$ cat config.mk
export PLATFORM = sky130hd
export DESIGN_NAME = mips_debug_ctrl
export DESIGN_NICKNAME = d
export VERILOG_FILES = /design/src/rtl/mips_debug_pkg.sv /design/src/rtl/debug_debounce.sv /design/src/rtl/mips_debug_ctrl.sv
export SDC_FILE = /design/constraint.sdc
export NUM_CORES = 1
export LEC_CHECK = 0
export BUFFER_PORTS_ARGS = -buffer_cell sky130_fd_sc_hd__buf_2
export CORE_AREA = 2 2 193 100
export CTS_CLUSTER_DIAMETER = 120
export CTS_CLUSTER_SIZE = 40
export DETAILED_ROUTE_END_ITERATION = 10
export DIE_AREA = 0 0 195 102
export PLACE_DENSITY = 0.62
export SLEW_MARGIN = 15
export SYNTH_ARGS = -nofsm -noshare
export SYNTH_HDL_FRONTEND = slang
export SYNTH_SLANG_ARGS = --single-unit
$ cat constraint.sdc
create_clock -name clk -period 3.1 [get_ports clk]
set_clock_uncertainty 0.15 [all_clocks]
set_input_delay 0.62 -clock clk [delete_from_list [all_inputs] [get_ports clk]]
set_output_delay 0.62 -clock clk [all_outputs]
set_load 0.01 [all_outputs]
$ cat src/rtl/mips_debug_pkg.sv
// Shared encodings for the CPU debug controller: FSM state values and the
// fixed readback addresses above the register-file window.
package mips_debug_pkg;

  typedef enum logic [1:0] {
    HALT = 2'd0,
    RUN  = 2'd1,
    STEP = 2'd2
  } dbg_state_e;

  localparam logic [6:0] DBG_ADDR_PC   = 7'd32;
  localparam logic [6:0] DBG_ADDR_INST = 7'd33;
  localparam logic [6:0] DBG_ADDR_CYC  = 7'd34;
  localparam logic [6:0] DBG_ADDR_STEP = 7'd35;
  localparam logic [6:0] DBG_ADDR_STAT = 7'd36;

  // Status word layout: {28'b0, synced debug_en, filtered step, state}
  function automatic logic [31:0] status_word(input logic en_synced,
                                              input logic step_level,
                                              input dbg_state_e state);
    return {28'b0, en_synced, step_level, state};
  endfunction

endpackage

$ cat src/rtl/debug_debounce.sv
// Synchroniser, debounce filter and rising-edge detector for the step button.
// The step pulse is registered after the filtered level so it is one cycle wide.
module debug_debounce #(
  parameter int SYNC_STAGES     = 2,
  parameter int DEBOUNCE_CYCLES = 4
) (
  input  logic clk,
  input  logic rst,
  input  logic din,
  output logic level,
  output logic pulse
);

  localparam int CW = (DEBOUNCE_CYCLES > 1) ? $clog2(DEBOUNCE_CYCLES) : 1;
  localparam logic [CW-1:0] CNT_LAST = CW'(DEBOUNCE_CYCLES - 1);

  logic [SYNC_STAGES-1:0] sync_reg;
  logic [SYNC_STAGES-1:0] sync_next;
  logic [CW-1:0]          cnt_reg;
  logic                   level_reg;
  logic                   level_prev_reg;
  logic                   pulse_reg;
  logic                   synced;

  genvar gi;
  generate
    for (gi = 0; gi < SYNC_STAGES; gi++) begin : g_sync
      if (gi == 0) begin : g_first
        assign sync_next[gi] = din;
      end else begin : g_rest
        assign sync_next[gi] = sync_reg[gi-1];
      end
    end
  endgenerate

  assign synced = sync_reg[SYNC_STAGES-1];

  always_ff @(posedge clk) begin
    if (rst) begin
      sync_reg       <= '0;
      cnt_reg        <= '0;
      level_reg      <= 1'b0;
      level_prev_reg <= 1'b0;
      pulse_reg      <= 1'b0;
    end else begin
      sync_reg       <= sync_next;
      level_prev_reg <= level_reg;
      pulse_reg      <= level_reg & ~level_prev_reg;
      // Any cycle of agreement restarts the stability count.
      if (synced != level_reg) begin
        if (cnt_reg == CNT_LAST) begin
          level_reg <= synced;
          cnt_reg   <= '0;
        end else begin
          cnt_reg <= cnt_reg + CW'(1);
        end
      end else begin
        cnt_reg <= '0;
      end
    end
  end

  assign level = level_reg;
  assign pulse = pulse_reg;

endmodule

$ cat src/rtl/mips_debug_ctrl.sv
// CPU-side debug responder: halt/run/single-step control of the datapath
// enable plus registered readback of register file, PC, instruction and counters.
module mips_debug_ctrl
  import mips_debug_pkg::*;
#(
  parameter int SYNC_STAGES     = 2,
  parameter int DEBOUNCE_CYCLES = 4
) (
  input  logic        clk,
  input  logic        rst,
  input  logic        debug_en,
  input  logic        debug_step,
  input  logic [6:0]  debug_addr,
  output logic [31:0] debug_data,
  output logic [4:0]  rf_addr,
  input  logic [31:0] rf_data,
  input  logic [31:0] dbg_pc,
  input  logic [31:0] dbg_inst,
  output logic        cpu_en
);

  logic [SYNC_STAGES-1:0] en_sync_reg;
  logic [SYNC_STAGES-1:0] en_sync_next;
  logic                   en_synced;
  logic                   step_level;
  logic                   step_req;
  dbg_state_e             state_reg;
  dbg_state_e             state_next;
  logic                   cpu_en_reg;
  logic [31:0]            cycle_cnt_reg;
  logic [31:0]            step_cnt_reg;
  logic [31:0]            debug_data_reg;
  logic [31:0]            rd_next;

  genvar gi;
  generate
    for (gi = 0; gi < SYNC_STAGES; gi++) begin : g_en_sync
      if (gi == 0) begin : g_first
        assign en_sync_next[gi] = debug_en;
      end else begin : g_rest
        assign en_sync_next[gi] = en_sync_reg[gi-1];
      end
    end
  endgenerate

  assign en_synced = en_sync_reg[SYNC_STAGES-1];

  debug_debounce #(
    .SYNC_STAGES     (SYNC_STAGES),
    .DEBOUNCE_CYCLES (DEBOUNCE_CYCLES)
  ) u_step (
    .clk   (clk),
    .rst   (rst),
    .din   (debug_step),
    .level (step_level),
    .pulse (step_req)
  );

  // STEP never persists, so step requests arriving in RUN or STEP are dropped.
  always_comb begin
    state_next = state_reg;
    case (state_reg)
      HALT: begin
        if (!en_synced)    state_next = RUN;
        else if (step_req) state_next = STEP;
      end
      RUN:     if (en_synced) state_next = HALT;
      STEP:    state_next = en_synced ? HALT : RUN;
      default: state_next = HALT;
    endcase
  end

  always_comb begin
    rd_next = '0;
    if (debug_addr[6:5] == 2'b00) begin
      rd_next = rf_data;
    end else begin
      case (debug_addr)
        DBG_ADDR_PC:   rd_next = dbg_pc;
        DBG_ADDR_INST: rd_next = dbg_inst;
        DBG_ADDR_CYC:  rd_next = cycle_cnt_reg;
        DBG_ADDR_STEP: rd_next = step_cnt_reg;
        DBG_ADDR_STAT: rd_next = status_word(en_synced, step_level, state_reg);
        default:       rd_next = '0;
      endcase
    end
  end

  // cpu_en is decoded from the next state so it is a clean flop output
  // aligned with the state register.
  always_ff @(posedge clk) begin
    if (rst) begin
      en_sync_reg    <= '1;
      state_reg      <= HALT;
      cpu_en_reg     <= 1'b0;
      cycle_cnt_reg  <= '0;
      step_cnt_reg   <= '0;
      debug_data_reg <= '0;
    end else begin
      en_sync_reg    <= en_sync_next;
      state_reg      <= state_next;
      cpu_en_reg     <= (state_next != HALT);
      debug_data_reg <= rd_next;
      if (cpu_en_reg)
        cycle_cnt_reg <= cycle_cnt_reg + 32'd1;
      if (state_next == STEP && state_reg != STEP)
        step_cnt_reg <= step_cnt_reg + 32'd1;
    end
  end

  assign rf_addr    = debug_addr[4:0];
  assign debug_data = debug_data_reg;
  assign cpu_en     = cpu_en_reg;

endmodule
==> flow_summary.yaml, run 1 <==
status:
  status: "finished clean"
setup_path:
  critPathMaxFanout: 19
  end_kind: "register"
  cp-startpoint: "state_reg[1]"
  cp.arrival_ns: 2.66
  criticalPathCategory: "reg2reg"
  cp-start-kind: "register"
  worstReg2RegStart: "state_reg[1]"
  required_ns: 3.24
clocking:
  hold_buffers: 0
  cts.sinks: 108
  cts_root_buf: "clkbuf_16"
  cts_setup_buffers: 0
  cts_buffers: 9
  cts_tree: "yes"
  path_clk_slew_ns: 0.09
  clock_path_buffers: 2
  cts-htree-levels: 3
  clkLatencyLatePin_ns: 0.36
  postCtsResizedCells: 0
grt:
  use_met2: 0.270
  top_usage_layer: "met2"
  grt_first_pass_wirelength_mm: 24.8
  grt_start_max_net_pins: 66
  grt_usage: 0.157
  grt.met3_usage: 0.0310
  globalRouteOverflowTotal: 0
  antenna_found_initial: 0
  grtUsageMet1: 0.202
  grt_pass1_vias: 4660
synth:
  synthDistinctLibCells: 40
  netlist_area_um2: 5380
  synth.ff_latch_count: 108
  async_reset_ff_frac: 0
  yosys_warnings: 0
  ys.flop_type: "dfxtp_1"
  yosysSeqAreaShare: 0.402
  synthesis.nets: 700
  syn_area_per_cell_um2: 9.12
  synthCells: 590
  synth_edf_count: 0
pwr:
  power.switching_uw: 750
  p_per_area_nw_per_um2: 433
  clkPwrFrac: 0.424
  swShare: 0.263
  power_leakage_uw: 0.00249
  pwr-share-comb: 0.081
  totalPowerFinal_uw: 2850
  p_int_uw: 2100
  seq_power_share: 0.494
  peakVddDrop_mv: 0.266
final_layout:
  drive_gt1_frac: 0.316
  synthToLayoutAreaGrowth_pct: 22.3
  fin_nets: 810
  instances_no_fill: 945
  diodes: 0
  fin_area_um2: 6580
sta:
  max_freq_mhz: 396
  fin_setup_tns_ns: 0
  worstMarginPinSlew_ns: 0.725
  slew_viol_final: 0
  hold_viol: 0
  period_share: 0.814
  layout_min_cycle_time_ns: 2.52
  rsz0062_at_grt: "false"
  setup_viol: 0
  slew-limit-headroom: 0.517
floorplan:
  row_count: 35
  die_area_um2: 19900
  core_area_um2: 18100
  start_util: 0.297
  fp.dieH_um: 102
  dieWidth_um: 195
  pin_count: 145
route:
  wl_mm: 16.2
  firstDrtPassIters: 6
  drc: 0
  drt_iter0_drc: 395
  via_per_inst: 5.42
  vias: 5124
  post_drt_wl_per_cell_um: 17.1
  detail-route-antenna-nets: 0
job:
  maxCapViolCount: 0
place:
  placed_area_um2: 6270
  place_inst: 929
  hpwl_mm: 11.7
  gp_congestion: 0.833
  port_buffers: 144
min_path:
  min_path_type: "reg2reg"
  min_from: "u_step.level_prev_reg"
-- final cells by class --
type | count | area, µm²
timing repair buffer | 155 | 806
multi-input combinational | 416 | 2970
inverter | 10 | 37.5
tap | 240 | 300
sequential | 108 | 2160
clock buffer | 9 | 225
clock inverter | 7 | 83.8
fill | 1899 | 11500
-- synthesized netlist by cell type, types with 12 or more instances --
| master | instances | area share |
|---|---|---|
| o31ai_1 | 29 | 0.040 |
| dfxtp_1 | 108 | 0.40 |
| or4_1 | 32 | 0.045 |
| a22o_1 | 28 | 0.046 |
| nor2b_1 | 12 | 0.014 |
| clkbuf_1 | 44 | 0.031 |
| a21oi_1 | 35 | 0.033 |
| mux2_2 | 37 | 0.077 |
| nand4_1 | 14 | 0.016 |
| nor2_1 | 66 | 0.046 |
| nand3_1 | 20 | 0.019 |
| nand2_1 | 24 | 0.017 |
| a222oi_1 | 28 | 0.052 |
-- cells by family after synthesis --
logic type               synth area share
adder cells (fa/ha/maj)           0.00698
XOR/XNOR                           0.0326
AND/OR/NAND/NOR                     0.226
buffers and inverters              0.0516
AO/OA/AOI/OAI                       0.183
flip-flops                          0.402
multiplexers                       0.0979
-- final timing paths --
| check | to | slack, ns | cells after the start |
|---|---|---|---|
| max reg2reg | step_cnt_reg[22] | 0.58 | 4 |
| min | u_step.pulse | 0.23 | 1 |
| min reg2reg | u_step.pulse | 0.23 | 1 |
| max | step_cnt_reg[22] | 0.58 | 4 |
-- critical path, stage by stage, from the launching register on --
cell and delay [ns]:
dfxtp_1 0.34, nand4bb_4 0.27, or4_1 0.91, or4_1 0.61, a21oi_1 0.15
-- power groups by stage --
stage	registers, µW	logic [µW]	clock network [µW]
global placement	1440	228	0
detailed placement	1440	231	0
finish	1410	231	1210
global route	1410	251	1280
floorplan	1450	107	0
CTS	1410	232	1230
-- placed cells by master, fill, tap and decap left out, drive strengths merged, types with 7 or more instances in the layout --
cell type  netlist  layout
a21oi           35      35
nor3             9       9
xnor2            9       9
nor2b           12      12
and4             7       7
mux2            37      37
clkbuf          44       9
nand2           24      24
a222oi          28      28
or4             33      33
a22o            28      28
buf             12     155
nor4            11      11
inv             10      16
dfxtp          108     108
nor2            66      66
nand3           20      20
xor2            11      11
o31ai           29      29
nand4           14      14
-- through the flow --
step | utilization | worst slack [ns] | hold WS, ns
after floorplan | - | 0.692 | 0.217
after global placement | 0.346 | 0.599 | 0.220
after global routing | 0.363 | 0.414 | 0.252
after detailed placement | 0.346 | 0.558 | 0.224
final | 0.363 | 0.578 | 0.235
after CTS | 0.363 | 0.553 | 0.236
-- routing by layer --
layer | part of all wire | up-vias
met5 | 0 | -
met4 | 0.015 | 0
met3 | 0.039 | 15
met2 | 0.50 | 106
met1 | 0.45 | 2520
li1 | - | 2483
Power figures use the tool's default switching activity.
==> inputs of run 2 (changes only) <==
Settings changed: PLACE_DENSITY 0.62 to 0.64.
Clock period 3.1 ns to 2 ns, I/O delays scaled along.
==> run 2 against run 1 <==
- the flow now finishes with violations (negative setup slack)
- wire length up 3.5%
- cell count up 8.9%
- utilization up 5.2 points
- worst hold slack worse by 0.17 ns
- combinational power up 68%
- power up 57%
- sequential share of layout area down 3.8 points
- register-to-register slack worse by 0.65 ns
- setup slack worse by 0.65 ns
- sequential power up 55%
- via count up 5.3%
- largest cell class unchanged
- highest routed layer unchanged
==> flow_summary.yaml, run 2 (same netlist as run 1, synthesis figures left out) <==
pwr:
  totalPowerFinal_uw: 4480
  peakVddDrop_mv: 0.342
  power_leakage_uw: 0.00305
  p_per_area_nw_per_um2: 595
setup_path:
  criticalPathCategory: "reg2reg"
  critical_path_buf_inv_count: 1
  cp_slowest_stage_delay_ns: 0.57
  crit_path_frequent_cell: "or4_4"
  cp.arrival_ns: 2.22
  critPathMaxFanout: 5
  end_kind: "register"
  crit_path_top_delay_cell: "or4_4"
  cp-start-kind: "register"
  required_ns: 2.14
  crit_chain: "ha_4, nand2_1, or4_4, buf_6, or4_4, a21oi_2"
  cp_top_family: "simple AND/OR/NAND/NOR gates"
final_layout:
  fin_nets: 894
  diodes: 0
  num-fill-cells: 1770
  synthToLayoutAreaGrowth_pct: 39.9
  fin_util: 0.415
  mostFrequentLayoutCells: "144 x buf_2, 93 x dfxtp_1, 84 x buf_4"
  drive_gt1_frac: 0.446
  final_common_cell: "buf_2"
  multi_input_area_um2: 3170
  regArea_um2: 2190
place:
  port_buffers: 144
  gp_congestion: 0.817
  hpwl_mm: 12.0
route:
  wl_mm: 16.8
  drc: 0
  drt_iter0_drc: 334
  firstDrtPassIters: 7
  detail-route-antenna-nets: 0
  via_per_inst: 5.24
  post_drt_wl_per_cell_um: 16.3
  vias: 5394
sta:
  slew_viol_final: 0
  hold_viol: 0
  slew-limit-headroom: 0.672
  rsz0062_at_grt: "true"
  setup_viol: 17
  max_freq_mhz: 483
  setup_slack_ns: -0.0725
  period_share: 1.04
  worstMarginPinSlew_ns: 0.493
  layout_min_cycle_time_ns: 2.07
status:
  violations: "negative setup slack"
  status: "finished with violations"
clocking:
  cts_root_buf: "clkbuf_16"
  cts.sinks: 108
  cts-htree-levels: 3
  path_clk_slew_ns: 0.08
  cts_tree: "yes"
  clock_path_buffers: 2
  clkLatencyLatePin_ns: 0.36
  cts_buffers: 9
floorplan:
  pin_count: 145
  die_area_um2: 19900
  dieWidth_um: 195
  start_util: 0.297
  fp.dieH_um: 102
  row_count: 35
  core_area_um2: 18100
job:
  maxCapViolCount: 0
grt:
  grt_pass1_vias: 5022
  antenna_found_initial: 0
  grt_start_max_net_pins: 43
  globalRouteOverflowTotal: 0
  grt_usage: 0.158
  grt_first_pass_wirelength_mm: 24.9
min_path:
  min_path_type: "in2reg"
run 2: cell types whose count changed in the layout (fill, tap and decap cells not counted), sizes merged:
cell    change
buf        +82
clkinv      +2
clkbuf      +1
inv         -3
bufinv      +1
or2         +1
run 2: what timing repair did:
action	CTS	global route
endpoints found under the setup margin	22	34
setup buffers	2	5
hold endpoints to repair	0	0
pin swaps	4	19
resized for setup	10	39
cloned	2	2
hold buffers	0	0
run 2: layout make-up:
| class | count | area share |
|---|---|---|
| flip-flops and latches | 108 | 0.290 |
| multi-input cells | 417 | 0.420 |
| inverters | 10 | 0.00499 |
| repair buffers | 238 | 0.202 |
| well taps | 240 | 0.0399 |
| clock inverters | 7 | 0.0123 |
| clock buffers | 9 | 0.0299 |
run 2: stage by stage:
step | instances | instance area [µm²] | TNS (ns) | hold WS [ns] | setup slack, ns
6_report | 1029 | 7530 | -0.385 | 0.0641 | -0.0725
5_1_grt | 1029 | 7530 | -2.05 | 0.0695 | -0.155
4_1_cts | 1022 | 7310 | -0.313 | 0.0612 | -0.0703
3_5_place_dp | 1002 | 6920 | -0.359 | 0.224 | -0.0873
3_3_place_gp | 1002 | 6920 | -0.101 | 0.226 | -0.0280
2_1_floorplan | 590 | 5460 | -0.0629 | 0.217 | -0.00900
run 2: worst register-to-register path: cells and delay by family (launching register included):
family,cells,cell delay (ns)
adder cells (fa/ha/maj),1,0.13
AND/OR/NAND/NOR,3,1.09
flip-flops,1,0.37
AO/OA/AOI/OAI,1,0.12
buffers and inverters,1,0.16
run 2: metal layers:
| metal | GRT usage | vias up | wire length (µm) |
|---|---|---|---|
| met3 | 0.0297 | 22 | 826 |
| met5 | 0 | - | 0 |
| met2 | 0.284 | 121 | 8320 |
| li1 | - | 2640 | - |
| met1 | 0.194 | 2611 | 7380 |
| met4 | 0.0487 | 0 | 221 |
run 2: final timing paths:
path / slack (ns) / from / cells after the start / to
setup / recovery: -0.07 / step_cnt_reg[0] / 6 / step_cnt_reg[14]
hold / removal: 0.06 / debug_en / 2 / en_sync_reg[0]
setup reg to reg: -0.07 / step_cnt_reg[0] / 6 / step_cnt_reg[14]
hold reg to reg: 0.24 / u_step.level_prev_reg / 1 / u_step.pulse
run 2: power breakdown:
group	internal [µW]	leakage, µW	total (µW)	switching (µW)
clock network	1010	0.000155	1910	906
registers	2170	0.000882	2180	7.89
logic	197	0.00201	388	191
total	3370	0.00305	4480	1100
